**src/rtl/instr_encoder_loader_pkg.sv**
```systemverilog
// Shared definitions for the instruction encoder/loader.
// Holds the RV32I opcode constants, the request kind codes and the
// loader FSM state encoding. Imported by the encoder and the top.
package instr_encoder_loader_pkg;

    localparam logic [6:0] OP_R      = 7'b0110011;
    localparam logic [6:0] OP_I      = 7'b0010011;
    localparam logic [6:0] OP_LOAD   = 7'b0000011;
    localparam logic [6:0] OP_STORE  = 7'b0100011;
    localparam logic [6:0] OP_BRANCH = 7'b1100011;
    localparam logic [6:0] OP_JAL    = 7'b1101111;
    localparam logic [6:0] OP_LUI    = 7'b0110111;

    typedef enum logic [2:0] {
        KIND_R      = 3'd0,
        KIND_I      = 3'd1,
        KIND_LOAD   = 3'd2,
        KIND_STORE  = 3'd3,
        KIND_BRANCH = 3'd4,
        KIND_JAL    = 3'd5,
        KIND_LUI    = 3'd6,
        KIND_ILL    = 3'd7
    } kind_e;

    typedef enum logic [1:0] {
        ST_IDLE = 2'd0,
        ST_LOAD = 2'd1,
        ST_DONE = 2'd2,
        ST_ERR  = 2'd3
    } state_e;

endpackage

```
**src/rtl/rv32_field_encoder.sv**
```systemverilog
// Purely combinational RV32I field packer.
// Ports:
//   kind    in  request kind (R, I-ALU, LOAD, STORE, BRANCH, JAL, LUI, illegal)
//   rd, rs1, rs2, funct3, funct7, imm   in  instruction fields
//   word    out 32-bit machine word (0 for the illegal kind)
// Immediate bits that a format cannot carry, and imm[0] of B/J offsets,
// are simply dropped; no range checking is done.
module rv32_field_encoder
    import instr_encoder_loader_pkg::*;
(
    input  kind_e       kind,
    input  logic [4:0]  rd,
    input  logic [4:0]  rs1,
    input  logic [4:0]  rs2,
    input  logic [2:0]  funct3,
    input  logic [6:0]  funct7,
    input  logic [31:0] imm,
    output logic [31:0] word
);

    always_comb begin
        word = '0;
        case (kind)
            KIND_R:      word = {funct7, rs2, rs1, funct3, rd, OP_R};
            KIND_I:      word = {imm[11:0], rs1, funct3, rd, OP_I};
            KIND_LOAD:   word = {imm[11:0], rs1, funct3, rd, OP_LOAD};
            KIND_STORE:  word = {imm[11:5], rs2, rs1, funct3, imm[4:0], OP_STORE};
            KIND_BRANCH: word = {imm[12], imm[10:5], rs2, rs1, funct3,
                                 imm[4:1], imm[11], OP_BRANCH};
            KIND_JAL:    word = {imm[20], imm[10:1], imm[11], imm[19:12], rd, OP_JAL};
            KIND_LUI:    word = {imm[31:12], rd, OP_LUI};
            default:     word = '0;
        endcase
    end

endmodule

```
**src/rtl/instr_encoder_loader.sv**
```systemverilog
// Instruction encoder/loader: accepts field-level instruction requests,
// encodes them to RV32I words and writes them sequentially into IMEM.
// Ports:
//   clk, rst_n          clock, asynchronous active-low reset
//   start               opens a load session (only from IDLE or ERR)
//   in_valid/in_ready   request handshake
//   in_kind .. in_imm   request fields; in_last marks the final request
//   imem_we/addr/wdata  registered IMEM write port (one word per accept)
//   busy                session open or a write still pending
//   done                one-cycle pulse after the final write
//   err_illegal         sticky flag after an illegal kind, cleared by start
//   word_count          words written in the current session (saturating)
module instr_encoder_loader
    import instr_encoder_loader_pkg::*;
#(
    parameter int ADDR_W    = 8,
    parameter int BASE_ADDR = 0
) (
    input  logic              clk,
    input  logic              rst_n,
    input  logic              start,
    input  logic              in_valid,
    output logic              in_ready,
    input  logic [2:0]        in_kind,
    input  logic [4:0]        in_rd,
    input  logic [4:0]        in_rs1,
    input  logic [4:0]        in_rs2,
    input  logic [2:0]        in_funct3,
    input  logic [6:0]        in_funct7,
    input  logic [31:0]       in_imm,
    input  logic              in_last,
    output logic              imem_we,
    output logic [ADDR_W-1:0] imem_addr,
    output logic [31:0]       imem_wdata,
    output logic              busy,
    output logic              done,
    output logic              err_illegal,
    output logic [ADDR_W:0]   word_count
);

    localparam logic [ADDR_W-1:0] BASE      = ADDR_W'(BASE_ADDR);
    localparam logic [ADDR_W:0]   LAST_SLOT = (ADDR_W+1)'((1 << ADDR_W) - 1);

    state_e              state_reg, state_next;
    logic [ADDR_W:0]     count_reg, count_next;
    logic                we_reg, we_next;
    logic [ADDR_W-1:0]   addr_reg, addr_next;
    logic [31:0]         wdata_reg, wdata_next;
    logic                done_reg, done_next;
    logic                err_reg, err_next;
    logic [31:0]         enc_word;
    logic [ADDR_W-1:0]   slot_addr;
    kind_e               kind;

    assign kind = kind_e'(in_kind);

    rv32_field_encoder u_enc (
        .kind   (kind),
        .rd     (in_rd),
        .rs1    (in_rs1),
        .rs2    (in_rs2),
        .funct3 (in_funct3),
        .funct7 (in_funct7),
        .imm    (in_imm),
        .word   (enc_word)
    );

    // Truncating add gives the modulo-2**ADDR_W wrap for non-zero bases.
    assign slot_addr = BASE + count_reg[ADDR_W-1:0];

    always_ff @(posedge clk or negedge rst_n) begin
        if (!rst_n) begin
            state_reg <= ST_IDLE;
            count_reg <= '0;
            we_reg    <= 1'b0;
            addr_reg  <= '0;
            wdata_reg <= '0;
            done_reg  <= 1'b0;
            err_reg   <= 1'b0;
        end else begin
            state_reg <= state_next;
            count_reg <= count_next;
            we_reg    <= we_next;
            addr_reg  <= addr_next;
            wdata_reg <= wdata_next;
            done_reg  <= done_next;
            err_reg   <= err_next;
        end
    end

    always_comb begin
        state_next = state_reg;
        count_next = count_reg;
        we_next    = 1'b0;
        addr_next  = addr_reg;
        wdata_next = wdata_reg;
        done_next  = 1'b0;
        err_next   = err_reg;
        case (state_reg)
            ST_IDLE, ST_ERR: begin
                if (start) begin
                    state_next = ST_LOAD;
                    count_next = '0;
                    err_next   = 1'b0;
                end
            end
            ST_LOAD: begin
                if (in_valid) begin
                    if (kind == KIND_ILL) begin
                        err_next   = 1'b1;
                        state_next = ST_ERR;
                    end else begin
                        we_next    = 1'b1;
                        addr_next  = slot_addr;
                        wdata_next = enc_word;
                        count_next = count_reg + 1'b1;
                        // Filling the last address ends the session so the
                        // count never exceeds the memory capacity.
                        if (in_last || (count_reg == LAST_SLOT))
                            state_next = ST_DONE;
                    end
                end
            end
            ST_DONE: begin
                // The final write is on the port during this cycle; done
                // follows it by one cycle.
                done_next  = 1'b1;
                state_next = ST_IDLE;
            end
            default: state_next = ST_IDLE;
        endcase
    end

    assign in_ready    = (state_reg == ST_LOAD);
    assign busy        = (state_reg == ST_LOAD) || we_reg;
    assign imem_we     = we_reg;
    assign imem_addr   = addr_reg;
    assign imem_wdata  = wdata_reg;
    assign done        = done_reg;
    assign err_illegal = err_reg;
    assign word_count  = count_reg;

endmodule

```
**config.mk**
```make
export PLATFORM = sky130hd
export DESIGN_NAME = instr_encoder_loader
export DESIGN_NICKNAME = d
export VERILOG_FILES = /design/src/rtl/instr_encoder_loader_pkg.sv /design/src/rtl/rv32_field_encoder.sv /design/src/rtl/instr_encoder_loader.sv
export SDC_FILE = /design/constraint.sdc
export NUM_CORES = 1
export LEC_CHECK = 0
export ABC_AREA = 0
export BUFFER_PORTS_ARGS = -buffer_cell sky130_fd_sc_hd__buf_4
export CORE_AREA = 10 10 88 90
export DETAILED_ROUTE_END_ITERATION = 12
export DIE_AREA = 0 0 98 100
export PLACE_DENSITY = 0.8
export SKIP_CTS_REPAIR_TIMING = 1
export SYNTH_ARGS = -nofsm -noshare
export SYNTH_HDL_FRONTEND = slang
export SYNTH_HIERARCHICAL = 1
export SYNTH_SLANG_ARGS = --single-unit
```
**constraint.sdc**
```tcl
create_clock -name clk -period 4.2 [get_ports clk]
set_clock_uncertainty 0.05 [all_clocks]
set_input_delay 0.63 -clock clk [delete_from_list [all_inputs] [get_ports clk]]
set_output_delay 0.63 -clock clk [all_outputs]
set_load 0.05 [all_outputs]
```
Word level (Yosys, flattened, before mapping):

Index checks and enable logic that the tools add are counted.

* output and inout bits: 54
* logic and storage cells: 53
* register bits: 54

* $add $sub $neg: 1
* multiplexer cells: 18
* reduce and logical (&&, ||, !) cells: 10
* eq/ne operators: 16
* bitwise operators: 1

Operator list (number)
* case mux 32 bit (7 select lines): 1
* two-way mux 9 bit: 3
* case mux 9 bit (2 select lines): 1
* equality test 3 bit, second input constant: 4
* adder 9 x 1 -> 9 bit, second input constant: 1
* equality test 9 x 8 -> 1 bit, second input constant: 1
* two-way mux 2 bit: 4
* AND reduction 4 bit: 2
* two-way mux 1 bit: 7
* equality test 3 x 2 -> 1 bit, second input constant: 2
* != test 2 bit, second input constant: 3
* case mux 2 bit (3 select lines): 1
* AND reduction 3 bit: 2
* equality test 2 bit, second input constant: 2
* equality test 3 x 1 -> 1 bit, second input constant: 1
* zero test 3 bit: 1
* != test 3 x 1 -> 1 bit, second input constant: 1
* equality test 2 x 1 -> 1 bit, second input constant: 1
* zero test 2 bit: 1
* logical OR 1 bit: 2
* != test 2 x 1 -> 1 bit, second input constant: 1
* case mux 1 bit (2 select lines): 1
* nonzero test 2 bit: 1
* OR reduction 2 bit: 1
* NOT 1 bit: 1

Depth between registers and ports, before layout:

Gate-level depths: netlist of run 1.

* depth after elaboration: 6
* mapped depth: 9

Hierarchy:

Netlist of run 1, hierarchy kept.

Modules (own cells, without submodules)
* instr_encoder_loader: area each 2269.7 um^2, cells an instance 177, instances 1, sequential area each 1351.3 um^2
* rv32_field_encoder: area each 814.5 um^2, cells an instance 115, instances 1, sequential area each 0.0 um^2

Worst setup path after synthesis of run 1:

Ideal clock, no wire load.

* path type: reg2out
* start point: reg state_reg[1]
* end point: out busy
* required time: 3.520 ns
* setup slack: 1.845 ns
* cell stages (with the launch flop): 6
* data arrival time: 1.675 ns
* path buffers: 2
* path through: dfrtp_1 > inv_1 > ha_1 > buf_6 > clkbuf_1 > or2_2

* cells in the longest elaborated chain, start to end: 2

RTL lines
* from (decl): RTL line instr_encoder_loader.sv:44 `state_e state_reg, state_next;`
* from (signal assigned): RTL line instr_encoder_loader.sv:81 `state_reg <= state_next;`
* equality test 2 x 1 -> 1 bit
* via in_ready: RTL line instr_encoder_loader.sv:23 `output logic in_ready,`
* logical OR 1 bit: RTL line instr_encoder_loader.sv:135 `assign busy = (state_reg == ST_LOAD) || we_reg;`
* to (decl): RTL line instr_encoder_loader.sv:35 `output logic busy,`

The timed path passes the listed nets, and every way through them passes these cells.

Worst setup path in the final report of run 1:

* start point: reg state_reg[1]
* end point: reg wdata_reg[28], in the netlist imem_wdata[28]

* cells in the longest elaborated chain, start to end: 2

RTL lines
* equality test 2 x 1 -> 1 bit: RTL line instr_encoder_loader.sv:99 `case (state_reg)`
* AND reduction 3 bit (no line)
* to (signal assigned): RTL line instr_encoder_loader.sv:85 `wdata_reg <= wdata_next;`
* to (decl): RTL line instr_encoder_loader.sv:48 `logic [31:0] wdata_reg, wdata_next;`

No other way between the ends.
A chain may end at the register's enable or synchronous reset.

==> impl_metrics.prom, run 1 <==
# TYPE chip_impl_metric gauge
chip_impl_metric{name="yosysSeqAreaShare",unit=""} 0.4381
chip_impl_metric{name="detailed_place_hpwl",unit="um"} 6550
chip_impl_metric{name="flip_flop_count_of_the_largest_register_after_layout",unit=""} 32
chip_impl_metric{name="place_congestion",unit=""} 0.8361
chip_impl_info{name="clock_tree_from_tritoncts",value="built"} 1
chip_impl_info{name="worstPathCellList",value="inv_1 -> ha_1 -> nand3_2 -> mux2_2"} 1
chip_impl_metric{name="initial_utilization",unit=""} 0.5030
chip_impl_metric{name="yosysWarnings",unit=""} 6
chip_impl_metric{name="buffer_ports.inserted",unit=""} 118
chip_impl_metric{name="number_of_global_route_vias_before_repair",unit=""} 2789
chip_impl_metric{name="worstMarginPinSlew",unit="ns"} 1.054
chip_impl_metric{name="nFillCells",unit=""} 518
chip_impl_metric{name="drt-total-wl",unit="um"} 8656
chip_impl_metric{name="vias_after_detailed_routing",unit=""} 2685
chip_impl_metric{name="critical-path-max-stage-delay",unit="ns"} 0.97
chip_impl_metric{name="highest_clock_rate",unit="MHz"} 360.2
chip_impl_metric{name="cap_violations",unit=""} 0
chip_impl_metric{name="timing.critical_path.buf_inv",unit=""} 1
chip_impl_metric{name="route.antenna.remaining_nets",unit=""} 0
chip_impl_metric{name="largest_net_degree_at_the_start_of_global_routing",unit=""} 55
chip_impl_metric{name="ioPinCount",unit=""} 119
chip_impl_metric{name="number_of_synthesized_register_bits",unit=""} 54
chip_impl_metric{name="worstPathRequired",unit="ns"} 4.35
chip_impl_metric{name="path_clk_slew",unit="ns"} 0.10
chip_impl_metric{name="mappedNetlistNets",unit=""} 361
chip_impl_metric{name="dr_drc_count",unit=""} 0
chip_impl_info{name="synth.largest_area_cell",value="sky130_fd_sc_hd__dfrtp_1"} 1
chip_impl_metric{name="vias_per_cell",unit=""} 5.665
chip_impl_metric{name="die_width",unit="um"} 98
chip_impl_metric{name="grt_antenna_before_repair",unit=""} 0
chip_impl_info{name="grt_most_used_layer",value="met2"} 1
chip_impl_metric{name="drt-initial-drc-count",unit=""} 132
chip_impl_info{name="critPathSlowestCell",value="sky130_fd_sc_hd__nand3_2"} 1
chip_impl_metric{name="numClockSinks",unit=""} 54
chip_impl_metric{name="power_leakage",unit="nW"} 1.913
chip_impl_metric{name="worst-path-max-fanout",unit=""} 44
chip_impl_metric{name="post_synth_arst_share",unit=""} 1.000
chip_impl_metric{name="report.power.total",unit="mW"} 2.855
chip_impl_metric{name="post_drt_wl_per_cell",unit="um"} 18.26
chip_impl_metric{name="area_growth",unit="%"} 30.51
chip_impl_metric{name="yosysUniqueCellTypes",unit=""} 45
chip_impl_metric{name="syn-instance-count",unit=""} 292
chip_impl_metric{name="r2r_setup_slack",unit="ns"} 1.42
chip_impl_metric{name="cellPowerDensity",unit="mW/mm2"} 709.3
chip_impl_info{name="status",value="finished, final reports clean"} 1
chip_impl_metric{name="final_min_period_over_clock_period",unit=""} 0.6610
chip_impl_metric{name="first_pass_grt_wire_length",unit="um"} 14070
chip_impl_info{name="worst_setup_path_startpoint",value="state_reg[1]$_DFFE_PN0P_"} 1
chip_impl_info{name="yosys.cell_count.top_type",value="sky130_fd_sc_hd__dfrtp_1"} 1
chip_impl_metric{name="dieArea",unit="mm2"} 0.009800
chip_impl_metric{name="slew_headroom",unit=""} 0.2964
chip_impl_info{name="synth.area.top_cells",value="sky130_fd_sc_hd__dfrtp_1 (44%), sky130_fd_sc_hd__mux2_2 (15%), sky130_fd_sc_hd__mux2i_1 (3.6%), sky130_fd_sc_hd__nand2_1 (3.0%), sky130_fd_sc_hd__o21ai_0 (2.4%)"} 1
chip_impl_metric{name="ctsLongestPathBuffers",unit=""} 2
chip_impl_metric{name="cts_inserted_buffers",unit=""} 5
chip_impl_metric{name="height_of_the_die",unit="um"} 100
chip_impl_metric{name="global_route.usage.met2",unit=""} 0.2812
chip_impl_info{name="rsz0062_at_grt",value="no"} 1
chip_impl_metric{name="drive_gt1_frac",unit=""} 0.4408
chip_impl_metric{name="clk-insertion-delay-late",unit="ns"} 0.31
chip_impl_metric{name="ctsHtreeMaxLevel",unit=""} 2
chip_impl_metric{name="global_route.usage.met1",unit=""} 0.2147
chip_impl_info{name="cp_top_family",value="simple AND/OR/NAND/NOR gates"} 1
chip_impl_metric{name="design.final.nets",unit=""} 465
chip_impl_metric{name="grt.overflow.total",unit=""} 0
chip_impl_info{name="crit_path_end_kind",value="flop"} 1
chip_impl_info{name="critPathKind",value="reg2reg"} 1
chip_impl_metric{name="n_antenna_cell",unit=""} 0
chip_impl_metric{name="grt_util_all_layers",unit=""} 0.1722
chip_impl_info{name="hold_class",value="in2async"} 1
chip_impl_metric{name="yosys.area.top_type_share",unit=""} 0.4381
chip_impl_metric{name="timing.final.hold_violations",unit=""} 0
chip_impl_metric{name="core_region_area",unit="mm2"} 0.006132
chip_impl_metric{name="arrival",unit="ns"} 2.93
chip_impl_info{name="ys_top_cells_by_count",value="sky130_fd_sc_hd__dfrtp_1 (54), sky130_fd_sc_hd__mux2_2 (41), sky130_fd_sc_hd__nand2_1 (25), sky130_fd_sc_hd__o21ai_0 (15), sky130_fd_sc_hd__a21oi_1 (13)"} 1
chip_impl_metric{name="fin_tns_setup",unit="ns"} 0
chip_impl_info{name="ys_dominant_reg_cell",value="sky130_fd_sc_hd__dfrtp_1"} 1
chip_impl_metric{name="syn-mean-instance-area",unit="um2"} 10.56
chip_impl_info{name="crit_path_start_kind",value="flop"} 1
chip_impl_metric{name="groute.layer.met3.usage",unit=""} 0.05151
chip_impl_metric{name="slew_viol_final",unit=""} 0
chip_impl_metric{name="timing.final.crit_period",unit="ns"} 2.776
chip_impl_metric{name="number_of_detailed_route_iterations_in_the_first_pass",unit=""} 4
chip_impl_metric{name="synthesis.area",unit="mm2"} 0.003084
chip_impl_info{name="r2r_start",value="state_reg[1]$_DFFE_PN0P_"} 1
chip_impl_metric{name="synth_enable_flop_cells",unit=""} 0
chip_impl_metric{name="rows",unit=""} 29
chip_impl_metric{name="setup_viol_count_final",unit=""} 0
chip_impl_info{name="root_buffer",value="sky130_fd_sc_hd__clkbuf_8"} 1
chip_impl_metric{name="power.ir.vdd_worst",unit="mV"} 0.5857
==> through the flow <==
step | setup WS (ns) | utilization | instance area (um2) | cells | hold WS (ns)
final | 1.424 | 0.6564 | 4025 | 474 | 0.2867
after global routing | 1.131 | 0.6564 | 4025 | 474 | 0.3427
after CTS | 1.378 | 0.6564 | 4025 | 474 | 0.3205
after detailed placement | 1.382 | 0.6421 | 3938 | 466 | 0.4297
after global placement | 1.440 | 0.6421 | 3938 | 466 | 0.4299
after floorplan | 1.845 | - | 3084 | 292 | 0.2844
==> worst paths after layout <==
kind                                         endpoint  cells after the start
hold / removal             imem_wdata[19]$_DFFE_PN0P_                      1
max in group asynchronous   imem_wdata[6]$_DFFE_PN0P_                      1
setup / recovery           imem_wdata[28]$_DFFE_PN0P_                      4
setup reg to reg           imem_wdata[28]$_DFFE_PN0P_                      4
min in group clk             imem_addr[7]$_DFFE_PN0P_                      2
hold reg to reg              imem_addr[7]$_DFFE_PN0P_                      2
==> cell families after synthesis <==
kind of cell / Yosys count / synth area share
mux: 52 / 0.1854
fa+ha+maj: 4 / 0.01623
buf+inv: 32 / 0.05679
compound gates: 73 / 0.1655
xor+xnor: 1 / 0.002840
simple gates: 76 / 0.1351
flops: 54 / 0.4381
==> per-layer routing <==
metal | part of all wire | routed length [um]
met5 | 0 | 0
met3 | 0.082 | 709
met4 | 0.015 | 134
met2 | 0.47 | 4064
met1 | 0.43 | 3748
==> worst reg2reg max path: stages, from the launching register on <==
cell	delay, ns
sky130_fd_sc_hd__dfrtp_1	0.41
sky130_fd_sc_hd__inv_1	0.06
sky130_fd_sc_hd__ha_1	0.55
sky130_fd_sc_hd__nand3_2	0.97
sky130_fd_sc_hd__mux2_2	0.62
==> cell type report <==
type	instances	area, um2	share of cell area
Clock buffer	5	68.82	0.01710
Clock inverter	3	18.77	0.004663
Inverter	11	41.29	0.01026
Multi-Input combinational cell	206	1563	0.3883
Sequential cell	54	1351	0.3357
Tap cell	77	96.34	0.02394
Timing Repair Buffer	118	885.9	0.2201
==> layout by cell type (no fill, tap or decap), drive strengths merged, types with 9 or more instances in the layout <==
cell type    n
dfrtp       54
nand2       25
mux2        41
inv         12
buf        118
o21ai       16
mux2i       11
nor2b        9
a21oi       13
nand3       11
==> report_power, final <==
part           internal (mW)  total [mW]  switching, mW
registers              0.722       0.851          0.129
logic                  0.587        1.71           1.13
clock network          0.118       0.291          0.174
Note: power is estimated with default switching activity, not from simulation.
==> run 2: changes to the inputs <==
- CORE_AREA: 10 10 88 90 -> 10 10 91 93
- DIE_AREA: 0 0 98 100 -> 0 0 101 103
- PLACE_DENSITY: 0.8 -> 0.75
- clock period: 4.2 -> 2.7 ns (I/O delays scaled with it)
==> run 2 against run 1 <==
  * Non-clock buffer count grew 2
  * Largest power group unchanged
  * Global-route usage shrank 1.2 points
  * Highest routed layer unchanged
  * Cell count grew 1.1%
  * Critical path type is now reg2out
==> impl_metrics.prom, run 2 (same netlist as run 1, synthesis figures left out) <==
# TYPE chip_impl_metric gauge
chip_impl_metric{name="worstPathRequired",unit="ns"} 2.25
chip_impl_metric{name="flip_flop_count_of_the_largest_register_after_layout",unit=""} 32
chip_impl_info{name="clock_tree_from_tritoncts",value="built"} 1
chip_impl_metric{name="ioPinCount",unit=""} 119
chip_impl_info{name="path_common_cell",value="sky130_fd_sc_hd__buf_4"} 1
chip_impl_metric{name="core_region_area",unit="mm2"} 0.006569
chip_impl_metric{name="path_clk_slew",unit="ns"} 0.11
chip_impl_metric{name="worstMarginPinSlew",unit="ns"} 0.8991
chip_impl_metric{name="fin_tns_setup",unit="ns"} 0
chip_impl_metric{name="arrival",unit="ns"} 1.87
chip_impl_metric{name="timing.critical_path.buf_inv",unit=""} 2
chip_impl_metric{name="report.power.total",unit="mW"} 4.474
chip_impl_metric{name="critical-path-max-stage-delay",unit="ns"} 0.43
chip_impl_info{name="critPathKind",value="reg2out"} 1
chip_impl_metric{name="cap_violations",unit=""} 0
chip_impl_metric{name="placement.cell_area",unit="mm2"} 0.003969
chip_impl_metric{name="dr_drc_count",unit=""} 0
chip_impl_metric{name="cellPowerDensity",unit="mW/mm2"} 1101
chip_impl_metric{name="buffer_ports.inserted",unit=""} 118
chip_impl_metric{name="n_antenna_cell",unit=""} 0
chip_impl_metric{name="largest_net_degree_at_the_start_of_global_routing",unit=""} 55
chip_impl_metric{name="power.ir.vdd_worst",unit="mV"} 0.7664
chip_impl_info{name="crit_path_end_kind",value="primary output"} 1
chip_impl_info{name="hold_class",value="in2async"} 1
chip_impl_metric{name="final_cell_area",unit="mm2"} 0.004063
chip_impl_metric{name="initial_utilization",unit=""} 0.4695
chip_impl_info{name="rsz0062_at_grt",value="no"} 1
chip_impl_info{name="cp_top_family",value="flip-flops"} 1
chip_impl_metric{name="worst-path-max-fanout",unit=""} 13
chip_impl_metric{name="place_congestion",unit=""} 0.8251
chip_impl_metric{name="power_leakage",unit="nW"} 1.925
chip_impl_metric{name="slew_headroom",unit=""} 0.3994
chip_impl_metric{name="slew_viol_final",unit=""} 0
chip_impl_info{name="worstPathCellList",value="ha_1 -> buf_4 -> or2_2 -> buf_4"} 1
chip_impl_metric{name="highest_clock_rate",unit="MHz"} 430.7
chip_impl_metric{name="timing.final.crit_period",unit="ns"} 2.322
chip_impl_metric{name="die_width",unit="um"} 101
chip_impl_info{name="status",value="finished, final reports clean"} 1
chip_impl_metric{name="ctsLongestPathBuffers",unit=""} 2
chip_impl_info{name="crit_path_start_kind",value="flop"} 1
chip_impl_info{name="most-common-layout-cells",value="sky130_fd_sc_hd__buf_4 (119), sky130_fd_sc_hd__dfrtp_1 (54), sky130_fd_sc_hd__mux2_2 (41)"} 1
chip_impl_metric{name="post_drt_wl_per_cell",unit="um"} 17.72
chip_impl_metric{name="dieArea",unit="mm2"} 0.01040
chip_impl_metric{name="grt.overflow.total",unit=""} 0
chip_impl_metric{name="final_min_period_over_clock_period",unit=""} 0.8599
chip_impl_metric{name="grt_util_all_layers",unit=""} 0.1597
chip_impl_metric{name="clk-insertion-delay-late",unit="ns"} 0.32
chip_impl_metric{name="timing.final.hold_violations",unit=""} 0
chip_impl_metric{name="number_of_global_route_vias_before_repair",unit=""} 2717
chip_impl_info{name="root_buffer",value="sky130_fd_sc_hd__clkbuf_8"} 1
chip_impl_metric{name="area_growth",unit="%"} 31.72
chip_impl_metric{name="height_of_the_die",unit="um"} 103
chip_impl_metric{name="vias_per_cell",unit=""} 5.562
chip_impl_metric{name="number_of_detailed_route_iterations_in_the_first_pass",unit=""} 4
chip_impl_metric{name="numClockSinks",unit=""} 54
chip_impl_metric{name="drt-total-wl",unit="um"} 8490
chip_impl_metric{name="route.antenna.remaining_nets",unit=""} 0
chip_impl_metric{name="drive_gt1_frac",unit=""} 0.4436
chip_impl_metric{name="vias_after_detailed_routing",unit=""} 2664
chip_impl_metric{name="first_pass_grt_wire_length",unit="um"} 13590
chip_impl_metric{name="rows",unit=""} 30
chip_impl_metric{name="drt-initial-drc-count",unit=""} 118
chip_impl_metric{name="design.final.nets",unit=""} 467
chip_impl_info{name="critPathSlowestCell",value="sky130_fd_sc_hd__dfrtp_1"} 1
chip_impl_metric{name="setup_viol_count_final",unit=""} 0
chip_impl_metric{name="ctsHtreeMaxLevel",unit=""} 2
chip_impl_metric{name="minimum_hold_slack",unit="ns"} 0.06981
chip_impl_info{name="layout_commonest_cell",value="sky130_fd_sc_hd__buf_4"} 1
chip_impl_metric{name="cts_inserted_buffers",unit=""} 5
chip_impl_metric{name="detailed_place_hpwl",unit="um"} 6426
chip_impl_metric{name="grt_antenna_before_repair",unit=""} 0
[run 2: changes by cell type in the layout (fill, tap and decap cells not counted)]
| cell | before | now |
|---|---|---|
| sky130_fd_sc_hd__buf_12 | 0 | 1 |
| sky130_fd_sc_hd__clkinvlp_4 | 0 | 1 |
| sky130_fd_sc_hd__clkinv_4 | 0 | 1 |
| sky130_fd_sc_hd__clkinv_2 | 2 | 0 |
| sky130_fd_sc_hd__buf_4 | 118 | 119 |
[run 2: worst paths after layout]
path | startpoint | endpoint | slack [ns] | cells after the start
max in group asynchronous | rst_n | err_illegal$_DFFE_PN0P_ | 2.08 | 1
setup / recovery | state_reg[0]$_DFFE_PN0P_ | busy | 0.38 | 4
hold / removal | rst_n | imem_wdata[8]$_DFFE_PN0P_ | 0.07 | 1
hold reg to reg | imem_wdata[13]$_DFFE_PN0P_ | imem_wdata[13]$_DFFE_PN0P_ | 0.46 | 1
setup reg to reg | state_reg[1]$_DFFE_PN0P_ | imem_wdata[15]$_DFFE_PN0P_ | 0.57 | 5
min in group clk | in_valid | err_illegal$_DFFE_PN0P_ | 0.37 | 3
[run 2: final cells by class]
class / instances / area (um2)
clock buffer: 5 / 68.82
timing repair buffer: 120 / 913.4
clock inverter: 3 / 25.02
multi-input combinational: 206 / 1563
tap: 80 / 100.1
sequential: 54 / 1351
inverter: 11 / 41.29
fill: 562 / 2506
[run 2: stage by stage]
| step | setup WS, ns | cells | utilization |
|---|---|---|---|
| global placement | 0.5144 | 471 | 0.6042 |
| global route | 0.2870 | 479 | 0.6185 |
| detailed placement | 0.4842 | 471 | 0.6042 |
| CTS | 0.3711 | 479 | 0.6185 |
| floorplan | 0.5704 | 292 | - |
| finish | 0.3783 | 479 | 0.6185 |
[run 2: per-layer routing]
metal / wire length (um) / vias to the layer above / global-route usage / part of all wire
met5: 0 / - / 0 / 0
met3: 872 / 7 / 0.06903 / 0.10
met4: 75 / 0 / 0.03323 / 0.0088
met1: 3602 / 1274 / 0.1980 / 0.42
met2: 3940 / 99 / 0.2531 / 0.46
li1: - / 1284 / - / -
[run 2: where the power goes]
group	internal (mW)	leakage (nW)	switching (mW)
clock network	0.188	0.0447	0.287
logic	0.931	1.20	1.76
registers	1.12	0.683	0.190
==> run 3: changes to the inputs <==
- MAX_ROUTING_LAYER: not set -> met4
- TNS_END_PERCENT: not set -> 5
==> run 3 against run 2 <==
  * Global-route usage grew 0.47 points
  * Worst hold slack gained 0.0096 ns
  * Wire length is essentially flat
  * Sequential cell count is the same
  * Utilization is the same
  * Clock-buffer cell count is the same
  * Sequential power is essentially flat
  * Worst setup slack gained 0.0059 ns
==> impl_metrics.prom, run 3 (same netlist as run 1, synthesis figures left out) <==
# TYPE chip_impl_metric gauge
chip_impl_metric{name="flip_flop_count_of_the_largest_register_after_layout",unit=""} 32
chip_impl_metric{name="p_sw_frac",unit=""} 0.4989
chip_impl_metric{name="drt-initial-drc-count",unit=""} 110
chip_impl_info{name="rsz0062_at_grt",value="no"} 1
chip_impl_info{name="critical_path.reg2reg.endpoint",value="word_count[2]$_DFFE_PN0P_"} 1
chip_impl_metric{name="initial_utilization",unit=""} 0.4695
chip_impl_metric{name="ctsLongestPathBuffers",unit=""} 2
chip_impl_metric{name="r2r_setup_slack",unit="ns"} 0.59
chip_impl_metric{name="timing.critical_path.buf_inv",unit=""} 2
chip_impl_metric{name="portion_of_total_power_attributed_to_the_clock_network",unit=""} 0.106
chip_impl_metric{name="design.final.nets",unit=""} 467
chip_impl_info{name="most-common-layout-cells",value="sky130_fd_sc_hd__buf_4 (119), sky130_fd_sc_hd__dfrtp_1 (54), sky130_fd_sc_hd__mux2_2 (41)"} 1
chip_impl_info{name="critPathSlowestCell",value="sky130_fd_sc_hd__dfrtp_1"} 1
chip_impl_info{name="cp_top_family",value="flip-flops"} 1
chip_impl_info{name="worstPathCellList",value="ha_1 -> buf_4 -> or2_2 -> buf_4"} 1
chip_impl_metric{name="cap_violations",unit=""} 0
chip_impl_metric{name="route.antenna.remaining_nets",unit=""} 0
chip_impl_metric{name="largest_net_degree_at_the_start_of_global_routing",unit=""} 55
chip_impl_metric{name="rr_worst_depth",unit=""} 6
chip_impl_info{name="r2r_start",value="state_reg[0]$_DFFE_PN0P_"} 1
chip_impl_metric{name="timing.final.hold_violations",unit=""} 0
chip_impl_metric{name="slew_headroom",unit=""} 0.3982
chip_impl_metric{name="dp_worst_setup_slack",unit="ns"} 0.4842
chip_impl_metric{name="number_of_detailed_route_iterations_in_the_first_pass",unit=""} 4
chip_impl_metric{name="combPwrFrac",unit=""} 0.600
chip_impl_metric{name="final_min_period_over_clock_period",unit=""} 0.8577
chip_impl_metric{name="post-route-util",unit=""} 0.6185
chip_impl_metric{name="number_of_global_route_vias_before_repair",unit=""} 2713
chip_impl_info{name="hold_class",value="in2async"} 1
chip_impl_metric{name="final.setup.worst_slack",unit="ns"} 0.3842
chip_impl_metric{name="power.ir.vdd_worst",unit="mV"} 0.7690
chip_impl_metric{name="post_drt_wl_per_cell",unit="um"} 17.73
chip_impl_metric{name="grt_antenna_before_repair",unit=""} 0
chip_impl_metric{name="drt-total-wl",unit="um"} 8495
chip_impl_metric{name="grt_util_all_layers",unit=""} 0.1644
chip_impl_metric{name="slew_viol_final",unit=""} 0
chip_impl_metric{name="path_clk_slew",unit="ns"} 0.12
chip_impl_metric{name="worst-path-max-fanout",unit=""} 13
chip_impl_info{name="crit_path_start_kind",value="flop"} 1
chip_impl_metric{name="highest_clock_rate",unit="MHz"} 431.8
chip_impl_metric{name="dr_drc_count",unit=""} 0
chip_impl_metric{name="numClockSinks",unit=""} 54
chip_impl_metric{name="die_width",unit="um"} 101
chip_impl_metric{name="drive_gt1_frac",unit=""} 0.4436
chip_impl_metric{name="cellPowerDensity",unit="mW/mm2"} 1101
chip_impl_metric{name="area_growth",unit="%"} 31.72
chip_impl_metric{name="grt.overflow.total",unit=""} 0
chip_impl_info{name="crit_path_end_kind",value="primary output"} 1
chip_impl_metric{name="place_congestion",unit=""} 0.8375
chip_impl_metric{name="clk-insertion-delay-late",unit="ns"} 0.32
chip_impl_info{name="layout_commonest_cell",value="sky130_fd_sc_hd__buf_4"} 1
chip_impl_metric{name="critical-path-max-stage-delay",unit="ns"} 0.43
chip_impl_metric{name="vias_per_cell",unit=""} 5.587
chip_impl_info{name="root_buffer",value="sky130_fd_sc_hd__clkbuf_8"} 1
chip_impl_metric{name="power_leakage",unit="nW"} 1.925
chip_impl_metric{name="ctsHtreeMaxLevel",unit=""} 2
chip_impl_info{name="critPathKind",value="reg2out"} 1
chip_impl_metric{name="rows",unit=""} 30
chip_impl_info{name="worst_setup_path_startpoint",value="state_reg[0]$_DFFE_PN0P_"} 1
chip_impl_metric{name="ioPinCount",unit=""} 119
chip_impl_metric{name="timing.final.crit_period",unit="ns"} 2.316
chip_impl_metric{name="p_int",unit="mW"} 2.242
chip_impl_metric{name="worstMarginPinSlew",unit="ns"} 0.9008
chip_impl_info{name="path_common_cell",value="sky130_fd_sc_hd__buf_4"} 1
chip_impl_info{name="clock_tree_from_tritoncts",value="built"} 1
chip_impl_info{name="status",value="finished, final reports clean"} 1
chip_impl_metric{name="report.power.total",unit="mW"} 4.475
chip_impl_metric{name="worstPathRequired",unit="ns"} 2.25
chip_impl_metric{name="core_region_area",unit="mm2"} 0.006569
chip_impl_metric{name="n_antenna_cell",unit=""} 0
chip_impl_metric{name="first_pass_grt_wire_length",unit="um"} 13590
chip_impl_metric{name="netSwitchingPower",unit="mW"} 2.232
chip_impl_metric{name="vias_after_detailed_routing",unit=""} 2676
chip_impl_metric{name="dieArea",unit="mm2"} 0.01040
chip_impl_metric{name="cts_inserted_buffers",unit=""} 5
chip_impl_metric{name="arrival",unit="ns"} 1.86
chip_impl_metric{name="detailed_place_hpwl",unit="um"} 6426
chip_impl_metric{name="buffer_ports.inserted",unit=""} 118
chip_impl_metric{name="setup_viol_count_final",unit=""} 0
chip_impl_metric{name="height_of_the_die",unit="um"} 103
chip_impl_metric{name="share_seq_of_total_power",unit=""} 0.293
chip_impl_metric{name="fin_tns_setup",unit="ns"} 0
run 3: cell counts in the layout (fill, tap and decap cells not counted):
Identical to the previous run, type by type.
run 3: layout make-up:
cell class              count  area [um2]
fillers                   562        2506
multi-input cells         206        1563
flip-flops and latches     54        1351
repair buffers            120       913.4
well taps                  80       100.1
clock buffers               5       68.82
inverters                  11       41.29
clock inverters             3       25.02
run 3: layer usage:
| layer | vias up | share of wire | GRT usage |
|---|---|---|---|
| met5 | - | 0 | - |
| met4 | 0 | 0.0085 | 0.03323 |
| met3 | 7 | 0.083 | 0.05295 |
| met2 | 95 | 0.47 | 0.2521 |
| met1 | 1291 | 0.44 | 0.2089 |
| li1 | 1283 | - | - |
run 3: per-stage QoR:
stage | hold slack (ns) | std cells | area, um2
after global routing | 0.1067 | 479 | 4063
after CTS | 0.09702 | 479 | 4063
after detailed placement | 0.4378 | 471 | 3969
after floorplan | 0.05941 | 292 | 3084
after global placement | 0.4189 | 471 | 3969
final | 0.07943 | 479 | 4063
run 3: worst max-delay path by stage:
stage	end	slack [ns]	cells past startpoint
floorplan	busy	0.57	5
global route	busy	0.29	4
global placement	imem_wdata[17]$_DFFE_PN0P_	0.51	5
detailed placement	imem_wdata[15]$_DFFE_PN0P_	0.48	5
CTS	busy	0.37	4
finish	busy	0.38	4
run 3: power by group through the flow:
stage	clock network [mW]	registers, mW	logic [mW]
after floorplan	0	2.36	0.875
after detailed placement	0	1.33	2.71
after CTS	0.490	1.31	2.72
after global routing	0.533	1.36	2.85
after global placement	0	1.31	2.69
final	0.475	1.31	2.69
